==> src/rtl/spi_master_ctrl.sv <==
// SPI mode-0 master: one full-duplex MSB-first word per start request.
// spi_clk arrives as data from clk_div and is edge-detected in the m_clk domain.
module spi_master_ctrl #(
    parameter int DATA_W    = 8,
    parameter int SETUP_CYC = 2,
    parameter int HOLD_CYC  = 2
) (
    input  logic              m_clk,
    input  logic              rst,
    input  logic              spi_clk,
    output logic              spi_clk_en,
    input  logic              start,
    input  logic [DATA_W-1:0] tx_data,
    output logic              busy,
    output logic              done,
    output logic [DATA_W-1:0] rx_data,
    output logic              ss_n,
    output logic              mosi,
    input  logic              miso
);

    localparam int CMAX = (SETUP_CYC > HOLD_CYC) ? SETUP_CYC : HOLD_CYC;
    localparam int CW   = $clog2(CMAX + 1);
    localparam int BW   = $clog2(DATA_W + 1);

    typedef enum logic [1:0] {IDLE, SETUP, XFER, HOLD} state_e;

    state_e            state_q, state_d;
    logic              spi_q;
    logic [DATA_W-2:0] tx_sr_q, tx_sr_d;
    logic [DATA_W-1:0] rx_sr_q, rx_sr_d;
    logic [DATA_W-1:0] rx_q, rx_d;
    logic [CW-1:0]     cnt_q, cnt_d;
    logic [BW-1:0]     bit_q, bit_d;
    logic              en_q, en_d;
    logic              ss_n_q, ss_n_d;
    logic              mosi_q, mosi_d;
    logic              busy_q, busy_d;
    logic              done_q, done_d;

    logic rise, fall, setup_end, hold_end, last_fall;

    assign rise      = spi_clk & ~spi_q;
    assign fall      = ~spi_clk & spi_q;
    assign setup_end = (cnt_q == CW'(SETUP_CYC - 1));
    assign hold_end  = (cnt_q == CW'(HOLD_CYC - 1));
    assign last_fall = fall && (bit_q == BW'(DATA_W));

    always_ff @(posedge m_clk) begin
        if (rst) begin
            state_q <= IDLE;
            spi_q   <= 1'b0;
            tx_sr_q <= '0;
            rx_sr_q <= '0;
            rx_q    <= '0;
            cnt_q   <= '0;
            bit_q   <= '0;
            en_q    <= 1'b0;
            ss_n_q  <= 1'b1;
            mosi_q  <= 1'b0;
            busy_q  <= 1'b0;
            done_q  <= 1'b0;
        end else begin
            state_q <= state_d;
            spi_q   <= spi_clk;
            tx_sr_q <= tx_sr_d;
            rx_sr_q <= rx_sr_d;
            rx_q    <= rx_d;
            cnt_q   <= cnt_d;
            bit_q   <= bit_d;
            en_q    <= en_d;
            ss_n_q  <= ss_n_d;
            mosi_q  <= mosi_d;
            busy_q  <= busy_d;
            done_q  <= done_d;
        end
    end

    always_comb begin
        state_d = state_q;
        unique case (state_q)
            IDLE:    if (start) state_d = SETUP;
            SETUP:   if (setup_end) state_d = XFER;
            XFER:    if (last_fall) state_d = HOLD;
            HOLD:    if (hold_end) state_d = IDLE;
            default: state_d = IDLE;
        endcase
    end

    always_comb begin
        tx_sr_d = tx_sr_q;
        rx_sr_d = rx_sr_q;
        rx_d    = rx_q;
        cnt_d   = cnt_q;
        bit_d   = bit_q;
        en_d    = en_q;
        ss_n_d  = ss_n_q;
        mosi_d  = mosi_q;
        busy_d  = busy_q;
        done_d  = 1'b0;
        unique case (state_q)
            IDLE: begin
                if (start) begin
                    tx_sr_d = tx_data[DATA_W-2:0];
                    mosi_d  = tx_data[DATA_W-1];
                    ss_n_d  = 1'b0;
                    busy_d  = 1'b1;
                    cnt_d   = '0;
                end
            end
            SETUP: begin
                if (setup_end) begin
                    en_d  = 1'b1;
                    bit_d = '0;
                end else begin
                    cnt_d = cnt_q + CW'(1);
                end
            end
            XFER: begin
                if (rise) begin
                    rx_sr_d = {rx_sr_q[DATA_W-2:0], miso};
                    bit_d   = bit_q + BW'(1);
                end else if (last_fall) begin
                    en_d   = 1'b0;
                    mosi_d = 1'b0;
                    cnt_d  = '0;
                end else if (fall && bit_q != '0) begin
                    // a fall before the first rise must not consume a bit
                    mosi_d  = tx_sr_q[DATA_W-2];
                    tx_sr_d = tx_sr_q << 1;
                end
            end
            HOLD: begin
                if (hold_end) begin
                    ss_n_d = 1'b1;
                    done_d = 1'b1;
                    busy_d = 1'b0;
                    rx_d   = rx_sr_q;
                end else begin
                    cnt_d = cnt_q + CW'(1);
                end
            end
            default: ;
        endcase
    end

    assign spi_clk_en = en_q;
    assign ss_n       = ss_n_q;
    assign mosi       = mosi_q;
    assign busy       = busy_q;
    assign done       = done_q;
    assign rx_data    = rx_q;

endmodule

==> config.mk <==
export PLATFORM = sky130hd
export DESIGN_NAME = spi_master_ctrl
export DESIGN_NICKNAME = d
export VERILOG_FILES = /design/src/rtl/spi_master_ctrl.sv
export SDC_FILE = /design/constraint.sdc
export NUM_CORES = 1
export LEC_CHECK = 0
export CORE_AREA = 2 2 94 69
export CTS_CLUSTER_DIAMETER = 60
export DETAILED_ROUTE_END_ITERATION = 6
export DIE_AREA = 0 0 96 71
export DONT_BUFFER_PORTS = 1
export MAX_ROUTING_LAYER = met4
export SKIP_LAST_GASP = 1
export SYNTH_ARGS = -nofsm -noshare
export SYNTH_HDL_FRONTEND = slang
export SYNTH_SLANG_ARGS = --single-unit
==> constraint.sdc <==
create_clock -name m_clk -period 1.9 [get_ports m_clk]
set_input_delay 0.285 -clock m_clk [delete_from_list [all_inputs] [get_ports m_clk]]
set_output_delay 0.285 -clock m_clk [all_outputs]
set_load 0.01 [all_outputs]
* After elaboration in Yosys (flattened, before gate mapping)
Cells that the tools add are included.
Cells by class: multipliers 0, divide/modulo/power cells 0, reductions and logical operators 18, eq/ne operators 15, magnitude comparators 0, shift operators 0, bitwise gates (word level) 5, $add $sub $neg 2, multiplexer cells 33
Operators by type and width (count):
- 7-bit two-way mux | 4
- 2-bit inequality test, second input constant | 9
- 2-bit two-way mux | 8
- 4-bit AND reduction | 4
- 7-bit case mux with 2 select lines | 1
- 1-bit two-way mux | 11
- 4-bit two-way mux | 2
- 1-bit case mux with 2 select lines | 4
- 2-bit case mux with 4 select lines | 1
- 4-bit case mux with 2 select lines | 1
- 2-bit case mux with 3 select lines | 1
- 3-bit AND reduction | 2
- 2-bit nonzero test | 3
- 5-bit AND reduction | 1
- 4-bit by 1-bit adder with 4-bit output, second input constant | 1
- 2-bit by 1-bit == test with 1-bit output, second input constant | 2
- 2-bit == test, second input constant | 2
- 4-bit == test, second input constant | 1
- 2-bit AND reduction | 2
- 4-bit nonzero test | 1
- 2-bit OR reduction | 2
- 3-bit inequality test, second input constant | 1
- 1-bit inverter | 3
- 2-bit by 1-bit adder with 2-bit output, second input constant | 1
- other kinds (3) | 5
Storage, ports and cells: memories kept 0, bits in writable memories 0, memory bits (read-only) 0, bits in registers 37, output and inout bits 13, bits in latches 0, logic and storage cells 85, input bits 13

* Depth between registers and ports, before layout
Gate-level depths: netlist (run 1).
word-level depth 7, depth in mapped cells 8, mapped depth without buffers 6

* Least setup slack after synthesis (run 1)
Ideal clock, no wire load.
path type register -> register, from register state_q[0], to register bit_q[1], setup time 65 ps, buffers on the path 1, clock period less this slack 1631 ps, data arrival time 1566 ps, setup slack 269 ps, cell stages (with the launch flop) 8, data required time 1835 ps, cell sequence dfxtp_1 > inv_1 > ha_1 > buf_2 > nand2b_1 > a21oi_1 > mux2_1 > nor2_1
On the way: cells in the longest elaborated chain, start to end 3, elaborated cells on any way between the ends 7, classes of those cells eq/ne: 4; mux: 1; reduce/logical: 2
Ends and longest elaborated chain:
- start: declaration | RTL line 28 | state_e state_q, state_d;
- start signal: assignment | RTL line 64 | state_q <= state_d;
- 2-bit == test or 2-bit by 1-bit == test with 1-bit output (tied branches) | RTL line 101 | unique case (state_q)
- 2-bit inequality test (no source line) or 2-bit nonzero test (tied branches)
- 3-bit AND reduction (no source line)
- end signal: assignment | RTL line 70 | bit_q <= bit_d;
- end: declaration | RTL line 34 | logic [BW-1:0] bit_q, bit_d;
Several ways; a longest one is shown, not always the timed one. A chain may end at the register's enable or synchronous reset.

* Worst setup path after layout (run 1)
from register state_q[0], to register tx_sr_q[4]
On the way: cells in the longest elaborated chain, start to end 3, elaborated cells on any way between the ends 9, classes of those cells eq/ne: 5; mux: 1; reduce/logical: 3
Ends and longest elaborated chain:
- 2-bit == test or 2-bit logical NOT (tied branches) | RTL line 101
- 2-bit inequality test (no source line) or 2-bit nonzero test (tied branches)
- 5-bit AND reduction (no source line)
- end signal: assignment | RTL line 66 | tx_sr_q <= tx_sr_d;
- end: declaration | RTL line 30 | logic [DATA_W-2:0] tx_sr_q, tx_sr_d;
Several ways; a longest one is shown, not always the timed one.

==> results of run 1 <==
## power by group through the flow
stage                     Combinational [mW]  Sequential, mW  Clock [mW]
after detailed placement               0.854            1.01           0
final                                  0.852           0.988       0.702
after floorplan                        0.675           0.984           0
after global routing                   0.970            1.01       0.756
after global placement                 0.841            1.00           0
after CTS                              0.856           0.988       0.722
## final timing paths
kind         cells after the start  slack [ns]         end
max                              7        0.19  tx_sr_q[4]
min                              1        0.06  spi_clk_en
min reg2reg                      2        0.48    cnt_q[1]
max reg2reg                      7        0.19  tx_sr_q[4]
## flip-flops by register name, indices dropped and copies added (netlist names)
register / cells
state_q: 2
spi_clk_en: 1
mosi: 1
done: 1
tx_sr_q: 7
spi_q: 1
cnt_q: 2
bit_q: 4
rx_sr_q: 8
rx_data: 8
busy: 1
ss_n: 1
## cells in the final DEF, fill, tap and decap left out, drive strengths merged, types with 3 or more instances in the layout
| cell type | n |
|---|---|
| nand2 | 15 |
| nor2 | 19 |
| inv | 6 |
| o21bai | 3 |
| clkbuf | 7 |
| o21ai | 5 |
| nor2b | 4 |
| nand2b | 5 |
| ha | 7 |
| a311oi | 7 |
| mux2i | 15 |
| nand3 | 10 |
| dfxtp | 37 |
| a21oi | 26 |
| buf | 8 |
## layout make-up
cell class / count / area [sq um]
multi-input cells: 136 / 894.6
fillers: 599 / 4044
clock buffers: 7 / 86.33
flip-flops and latches: 37 / 740.7
clock inverters: 1 / 30.03
well taps: 78 / 97.59
repair buffers: 8 / 60.06
inverters: 6 / 22.52
## logic make-up (layout without fill, tap and decap cells)
family / count (synthesis) / count (layout) / synth area share (%)
mux: 16 / 16 / 9.436
buf+inv: 18 / 22 / 4.389
compound gates: 49 / 49 / 18.51
flops: 37 / 37 / 43.31
simple gates: 62 / 62 / 18.21
fa+ha+maj: 7 / 7 / 5.120
xor+xnor: 2 / 2 / 1.024
## layer usage
layer  track usage (%)  part of all wire [%]  vias to the layer above
met3             3.408                   5.9                        8
li1                  -                     -                      676
met4             7.143                   2.0                        0
met5                 -                     0                        -
met2             16.36                    43                       28
met1             14.60                    49                      615
## metrics by stage
step	power, mW	cells	hold slack [ns]	instance area (sq um)	util [%]
floorplan	1.659	191	0.4132	1710	-
global placement	1.846	265	0.3626	1815	30.38
detailed placement	1.860	265	0.3632	1815	30.38
CTS	2.566	273	0.04941	1932	32.33
global route	2.734	273	0.04218	1932	32.33
finish	2.543	273	0.05653	1932	32.33
## critical path, stage by stage (launching register included)
cell and delay (ns):
dfxtp_1 0.38, inv_1 0.08, ha_1 0.26, nor2b_1 0.17
nor2_2 0.21, buf_4 0.22, a21oi_1 0.07, a311oi_1 0.24
==> impl_metrics.toml, run 1 <==
[detailed_routing]
via_count = 1327
vias_per_cell = 4.861
totalWireLength_um = 3440
drtIter0Drc = 83
ant_nets = 0
drtPass1Iterations = 4
drc = 0
wire_per_inst_um = 12.60

[power]
combPwrFrac_pct = 33.5
irDropWorstVdd_mv = 0.4236
clkPwrFrac_pct = 27.6
p_leak_nw = 0.7292
seq_power_share_pct = 38.8
netSwitchingFraction_pct = 33.64
p_switching_uw = 855.4
power_density_nw_per_um2 = 1316
internal_power_mw = 1.687

[cts]
cts_buffer_depth = 2
htree_num_levels = 2
cts.clk_slew.worst_paths_ns = 0.07
post_cts_resized = 0
numCtsBuffers = 5
ctsHoldBuffers = 0
cts_sinks = 37
cts.root.buffer_cell = "clkbuf_8"
worstSkewPairLatency_ns = 0.29
post_cts_buffers = 0
cts_tree = "built"

[worst_setup_path]
end_kind = "flip-flop"
r2r_start = "state_q[0]"
required_ns = 2.10
cp-startpoint = "state_q[0]"
crit_type = "flip-flop to flip-flop"
crit_fanout = 11
cp.arrival_ns = 1.91
cp-start-kind = "flip-flop"

[timing]
fmax_ghz = 0.5855
setup_violations = 0
slew_headroom_pct = 75.69
finClkSkew_ns = 0.007825
setup_tns_ns = 0
slew_violations = 0
layout_setup_ws_ns = 0.1920
fin_crit_sh_pct = 89.89
hold_viol_final = 0
min_period_ns = 1.708
tightest_slew_ns = 0.3639
rsz0062_at_grt = "no"

[synthesis]
async_reset_ff_share_pct = 0
synth_ff_type = "dfxtp_1"
synthCells = 191
synthTopCellsByArea = "dfxtp_1 43%, mux2i_1 8.8%, a21oi_1 7.6%"
yosys.area.top_type = "dfxtp_1"
synth_edf_count = 0
synth-seq-area-share_pct = 43.31
syn_area_sq_um = 1710
postSynthAreaPerCell_sq_um = 8.955
ys_ff_latch = 37
yosysUniqueCellTypes = 33
yosys-top-cells-count = "37 x dfxtp_1, 26 x a21oi_1, 18 x nor2_1"
ys_warn_count = 0
synth.most_common_cell = "dfxtp_1"
syn_nets = 211
synth.top_cell.area_share_pct = 43.31

[grt]
grt_max_degree = 39
grt_pass1_vias = 1256
grt_pass1_wl_um = 5934
antenna_found_initial = 0
overflow = 0
track_usage_pct = 11.65

[outcome]
status = "completed"

[die]
start_util_pct = 28.62
die_w_um = 96
die_area_sq_um = 6816
std_cell_rows = 24
core_area_sq_um = 5976
chipHeight_um = 71
ioPinCount = 26

[job]
drv_cap = 0

[layout]
antennaDiodeCount = 0
fin_nets = 214
area_growth_pct = 12.95
layout-drive-gt1-share_pct = 10.77

[placed_design]
globalplace.congestion = 0.7871
place_ws_ns = 0.1848
portBuffers = 0
hpwl_um = 2422

[hold_path]
min_path_type = "primary input to flip-flop"
hp-start = "rst"
No activity file was read; power rests on OpenSTA's default activity.
==> run 2: changes to the inputs <==
--- a/config.mk
+++ b/config.mk
@@ -5,12 +5,15 @@
 export SDC_FILE = /design/constraint.sdc
 export NUM_CORES = 1
 export LEC_CHECK = 0
+export CELL_PAD_IN_SITES_DETAIL_PLACEMENT = 0
+export CELL_PAD_IN_SITES_GLOBAL_PLACEMENT = 1
 export CORE_AREA = 2 2 94 69
 export CTS_CLUSTER_DIAMETER = 60
 export DETAILED_ROUTE_END_ITERATION = 6
 export DIE_AREA = 0 0 96 71
 export DONT_BUFFER_PORTS = 1
 export MAX_ROUTING_LAYER = met4
+export PLACE_DENSITY = 0.5
 export SKIP_LAST_GASP = 1
 export SYNTH_ARGS = -nofsm -noshare
 export SYNTH_HDL_FRONTEND = slang
==> run 2 against run 1 <==
Compared with the run above: first-iteration DRC count shrank 59%; critical path depth shrank 1; final cell count shrank 1.1%; die area is the same; combinational power shrank 2%; worst hold slack gained 0.0069 ns; clock-buffer cell count is the same; routed wire length grew 2.6%; clock power shrank 21%; via count shrank 2.8%.
==> impl_metrics.toml, run 2 (synthesis gave the netlist of run 1 again) <==
[worst_setup_path]
crit_family = "simple AND/OR/NAND/NOR gates"
required_ns = 2.10
crit_path_max_incr_delay_ns = 0.47
path_buf_inv = 1
crit_chain = "inv_1, ha_1, o21bai_1, nand2_1, or4b_1, o31ai_1"
cp-start-kind = "flip-flop"
crit_type = "flip-flop to flip-flop"
cp.arrival_ns = 1.89
crit_fanout = 6
critPathSlowestCell = "or4b_1"
end_kind = "flip-flop"

[layout]
register_area_sq_um = 740.7
layout-drive-gt1-share_pct = 9.375
fin_nets = 212
final_common_cell = "dfxtp_1"
antennaDiodeCount = 0
post-route-util_pct = 31.57
final_cell_mix = "37 x dfxtp_1, 26 x a21oi_1, 18 x nor2_1"
stdcell_count = 270
area_growth_pct = 10.31
nFillCells = 628
multiInputGateArea_sq_um = 894.6

[cts]
htree_num_levels = 2
cts_sinks = 37
cts.clk_slew.worst_paths_ns = 0.07
cts_buffer_depth = 2
worstSkewPairLatency_ns = 0.28
post_cts_buffers = 0
ctsHoldBuffers = 0
numCtsBuffers = 5
cts_tree = "built"
post_cts_resized = 0
cts.root.buffer_cell = "clkbuf_8"

[power]
clkPwrFrac_pct = 23.2
power_density_nw_per_um2 = 1262
internal_power_mw = 1.532
irDropWorstVdd_mv = 0.3642
seq_power_share_pct = 41.6
totalPowerFinal_mw = 2.381
p_leak_nw = 0.7044
p_switching_uw = 848.9
combPwrFrac_pct = 35.1
netSwitchingFraction_pct = 35.66

[job]
drv_cap = 0

[timing]
tightest_slew_ns = 0.2958
setup_violations = 0
rsz0062_at_grt = "no"
fin_crit_sh_pct = 89.22
finClkSkew_ns = 0.005558
slew_headroom_pct = 80.24
setup_tns_ns = 0
slew_violations = 0
fmax_ghz = 0.5899
layout_setup_ws_ns = 0.2048
min_period_ns = 1.695
hold_viol_final = 0

[die]
die_area_sq_um = 6816
die_w_um = 96
std_cell_rows = 24
core_area_sq_um = 5976
ioPinCount = 26
start_util_pct = 28.62
chipHeight_um = 71

[detailed_routing]
wire_per_inst_um = 13.07
vias_per_cell = 4.778
drtIter0Drc = 34
totalWireLength_um = 3528
via_count = 1290
drc = 0
ant_nets = 0
drtPass1Iterations = 4

[grt]
grt_pass1_vias = 1237
grt_max_degree = 39
overflow = 0
track_usage_pct = 11.72
grt_pass1_wl_um = 6037
antenna_found_initial = 0

[placed_design]
dp_cells = 263
portBuffers = 0
globalplace.congestion = 0.7246
place_ws_ns = 0.2160
hpwl_um = 2603

[hold_path]
min_path_type = "primary input to flip-flop"

[outcome]
status = "completed"
[run 2: cell types whose count changed in the layout (fill, tap and decap cells not counted), sizes merged]
cell    previous run  this run
buf                8         6
bufinv             1         0
[run 2: cell type report]
cell class                 instances  area share (%)
inverter                           6           1.194
tap                               78           5.172
timing repair buffer               6           2.387
sequential                        37           39.26
clock buffer                       7           4.576
multi-input combinational        136           47.41
[run 2: worst paths after layout]
check                     to  slack (ns)        from  depth (start not counted)
setup / recovery  state_q[1]        0.20  state_q[1]                          6
hold / removal    tx_sr_q[5]        0.06         rst                          1
setup reg to reg  state_q[1]        0.20  state_q[1]                          6
hold reg to reg     cnt_q[1]        0.47    cnt_q[1]                          2
[run 2: power groups by stage]
stage / clock (mW) / combinational [mW] / sequential (mW)
2_1_floorplan: 0 / 0.675 / 0.984
3_3_place_gp: 0 / 0.815 / 1.00
3_5_place_dp: 0 / 0.841 / 1.01
4_1_cts: 0.584 / 0.843 / 0.992
5_1_grt: 0.623 / 0.938 / 1.01
6_report: 0.553 / 0.837 / 0.991
[run 2: metal layers]
layer / vias to the layer above / wire [um] / global-route usage, %
li1: 673 / - / -
met2: 19 / 1486 / 16.20
met5: - / 0 / -
met1: 591 / 1808 / 15.57
met3: 7 / 185 / 4.260
met4: 0 / 48 / 4.286
[run 2: through the flow]
step	instance area (sq um)	hold slack [ns]
finish	1887	0.06346
detailed placement	1800	0.3627
CTS	1887	0.05054
global route	1887	0.03886
floorplan	1710	0.4132
global placement	1800	0.3624
==> run 3: changes to the inputs <==
--- a/config.mk
+++ b/config.mk
@@ -5,15 +5,16 @@
 export SDC_FILE = /design/constraint.sdc
 export NUM_CORES = 1
 export LEC_CHECK = 0
+export ABC_AREA = 1
 export CELL_PAD_IN_SITES_DETAIL_PLACEMENT = 0
 export CELL_PAD_IN_SITES_GLOBAL_PLACEMENT = 1
-export CORE_AREA = 2 2 94 69
+export CORE_AREA = 2 2 95 69
 export CTS_CLUSTER_DIAMETER = 60
 export DETAILED_ROUTE_END_ITERATION = 6
-export DIE_AREA = 0 0 96 71
+export DIE_AREA = 0 0 97 71
 export DONT_BUFFER_PORTS = 1
 export MAX_ROUTING_LAYER = met4
-export PLACE_DENSITY = 0.5
+export PLACE_DENSITY = 0.53
 export SKIP_LAST_GASP = 1
 export SYNTH_ARGS = -nofsm -noshare
 export SYNTH_HDL_FRONTEND = slang
==> run 3 against run 2 <==
Compared with the run above: sequential cell count is the same; global-route usage grew 0.53 points; clock-buffer cell count shrank 2; worst hold slack lost 0.0078 ns; clock skew grew 0.0025 ns; sequential power grew 8%; first-iteration DRC count grew 85%; die area grew 1.0%; critical path depth grew 3; final cell count grew 19%.
==> impl_metrics.toml, run 3 <==
[layout]
post-route-util_pct = 32.38
antennaDiodeCount = 0
layout-drive-gt1-share_pct = 10.29
final_common_cell = "nand2_1"
fin_nets = 262
final_cell_mix = "50 x nand2_1, 37 x dfxtp_1, 31 x nor2_1"
area_growth_pct = 12.21

[job]
drv_cap = 0

[die]
ioPinCount = 26
std_cell_rows = 24
die_area_sq_um = 6887
die_w_um = 97
core_area_sq_um = 6036
chipHeight_um = 71
start_util_pct = 28.86

[detailed_routing]
vias_per_cell = 4.430
drtPass1Iterations = 6
drc = 0
ant_nets = 0
totalWireLength_um = 3852
wire_per_inst_um = 12.00
drtIter0Drc = 63
via_count = 1422

[cts]
ctsHoldBuffers = 0
numCtsBuffers = 5
cts.root.buffer_cell = "clkbuf_8"
post_cts_buffers = 0
cts_buffer_depth = 2
worstSkewPairLatency_ns = 0.29
post_cts_resized = 0
cts.clk_slew.worst_paths_ns = 0.08
htree_num_levels = 2
cts_tree = "built"
cts_sinks = 37

[timing]
finClkSkew_ns = 0.008075
rsz0062_at_grt = "no"
setup_tns_ns = 0
hold_viol_final = 0
fin_crit_sh_pct = 87.09
slew_violations = 0
tightest_slew_ns = 0.6479
setup_violations = 0
slew_headroom_pct = 56.76
layout_setup_ws_ns = 0.2453
fmax_ghz = 0.6043
min_period_ns = 1.655

[synthesis]
postSynthAreaPerCell_sq_um = 7.287
synth.most_common_cell = "nand2_1"
yosys.area.top_type = "dfxtp_1"
yosysUniqueCellTypes = 24
syn_nets = 259
synth_ff_type = "dfxtp_1"
syn_area_sq_um = 1742
yosys-top-cells-count = "50 x nand2_1, 37 x dfxtp_1, 31 x nor2_1"
synthTopCellsByArea = "dfxtp_1 43%, nand2_1 11%, nor2_1 6.7%"
synth_edf_count = 0
synth-seq-area-share_pct = 42.53
synth.top_cell.area_share_pct = 42.53
synthCells = 239
ys_ff_latch = 37
ys_warn_count = 0
async_reset_ff_share_pct = 0

[worst_setup_path]
reg2reg_depth = 9
cp-start-kind = "flip-flop"
cp.arrival_ns = 1.84
critPathSlowestCell = "dfxtp_1"
crit_type = "flip-flop to flip-flop"
required_ns = 2.09
critical_path_cell_count = 9
crit_fanout = 17
crit_chain = "inv_1, ha_1, nand3_4, buf_4, nand2_1, nand2_1, inv_2, o21ai_0, nor2_1"
path_buf_inv = 3
crit_path_max_incr_delay_ns = 0.39
crit_path_frequent_cell = "nand2_1"
crit_family = "flip-flops"
end_kind = "flip-flop"

[placed_design]
hpwl_um = 2824
globalplace.congestion = 0.7433
portBuffers = 0
place_ws_ns = 0.2585

[power]
totalPowerFinal_mw = 2.901
p_leak_nw = 0.8442
irDropWorstVdd_mv = 0.3489
power_density_nw_per_um2 = 1484

[outcome]
status = "completed"

[hold_path]
min_path_type = "primary input to flip-flop"
hold_depth = 1

[grt]
antenna_found_initial = 0
grt_pass1_wl_um = 6499
grt_max_degree = 23
overflow = 0
grt_pass1_vias = 1292
track_usage_pct = 12.25
-- run 3: area by class of cell --
type / instances / area, sq um
inverter: 29 / 110.1
timing repair buffer: 4 / 30.03
sequential: 37 / 740.7
clock buffer: 5 / 68.82
multi-input combinational: 165 / 842.1
clock inverter: 3 / 65.06
tap: 78 / 97.59
fill: 670 / 4081
-- run 3: where the power goes --
part	switching (mW)	total, mW	leakage [nW]	internal [mW]
logic	0.664	1.02	0.474	0.355
clock network	0.289	0.811	0.0681	0.522
registers	0.115	1.07	0.302	0.956
total	1.07	2.90	0.844	1.83
-- run 3: per-layer routing --
metal	global-route usage, %	wire (um)
met4	3.756	23
met1	17.95	2228
met2	16.13	1502
met5	-	0
met3	3.360	98
-- run 3: through the flow --
stage          hold slack [ns]  instance area (sq um)  cells
3_5_place_dp            0.3589                   1821    313
4_1_cts                0.04408                   1954    321
3_3_place_gp            0.3583                   1821    313
2_1_floorplan           0.4019                   1742    239
5_1_grt                0.03370                   1954    321
6_report               0.05566                   1954    321
-- run 3: worst paths after layout --
path | endpoint | slack, ns | from
max | bit_q[0] | 0.25 | state_q[0]
min | state_q[0] | 0.06 | rst
max reg2reg | bit_q[0] | 0.25 | state_q[0]
min reg2reg | rx_sr_q[7] | 0.47 | rx_sr_q[7]
-- run 3: cell families (layout without fill, tap and decap cells) --
group / Yosys count / in the layout / share of synthesized area (%)
AO/OA/AOI/OAI: 53 / 53 / 16.45
buffers and inverters: 37 / 41 / 9.123
flip-flops: 37 / 37 / 42.53
AND/OR/NAND/NOR: 105 / 105 / 26.87
adder cells (fa/ha/maj): 7 / 7 / 5.029
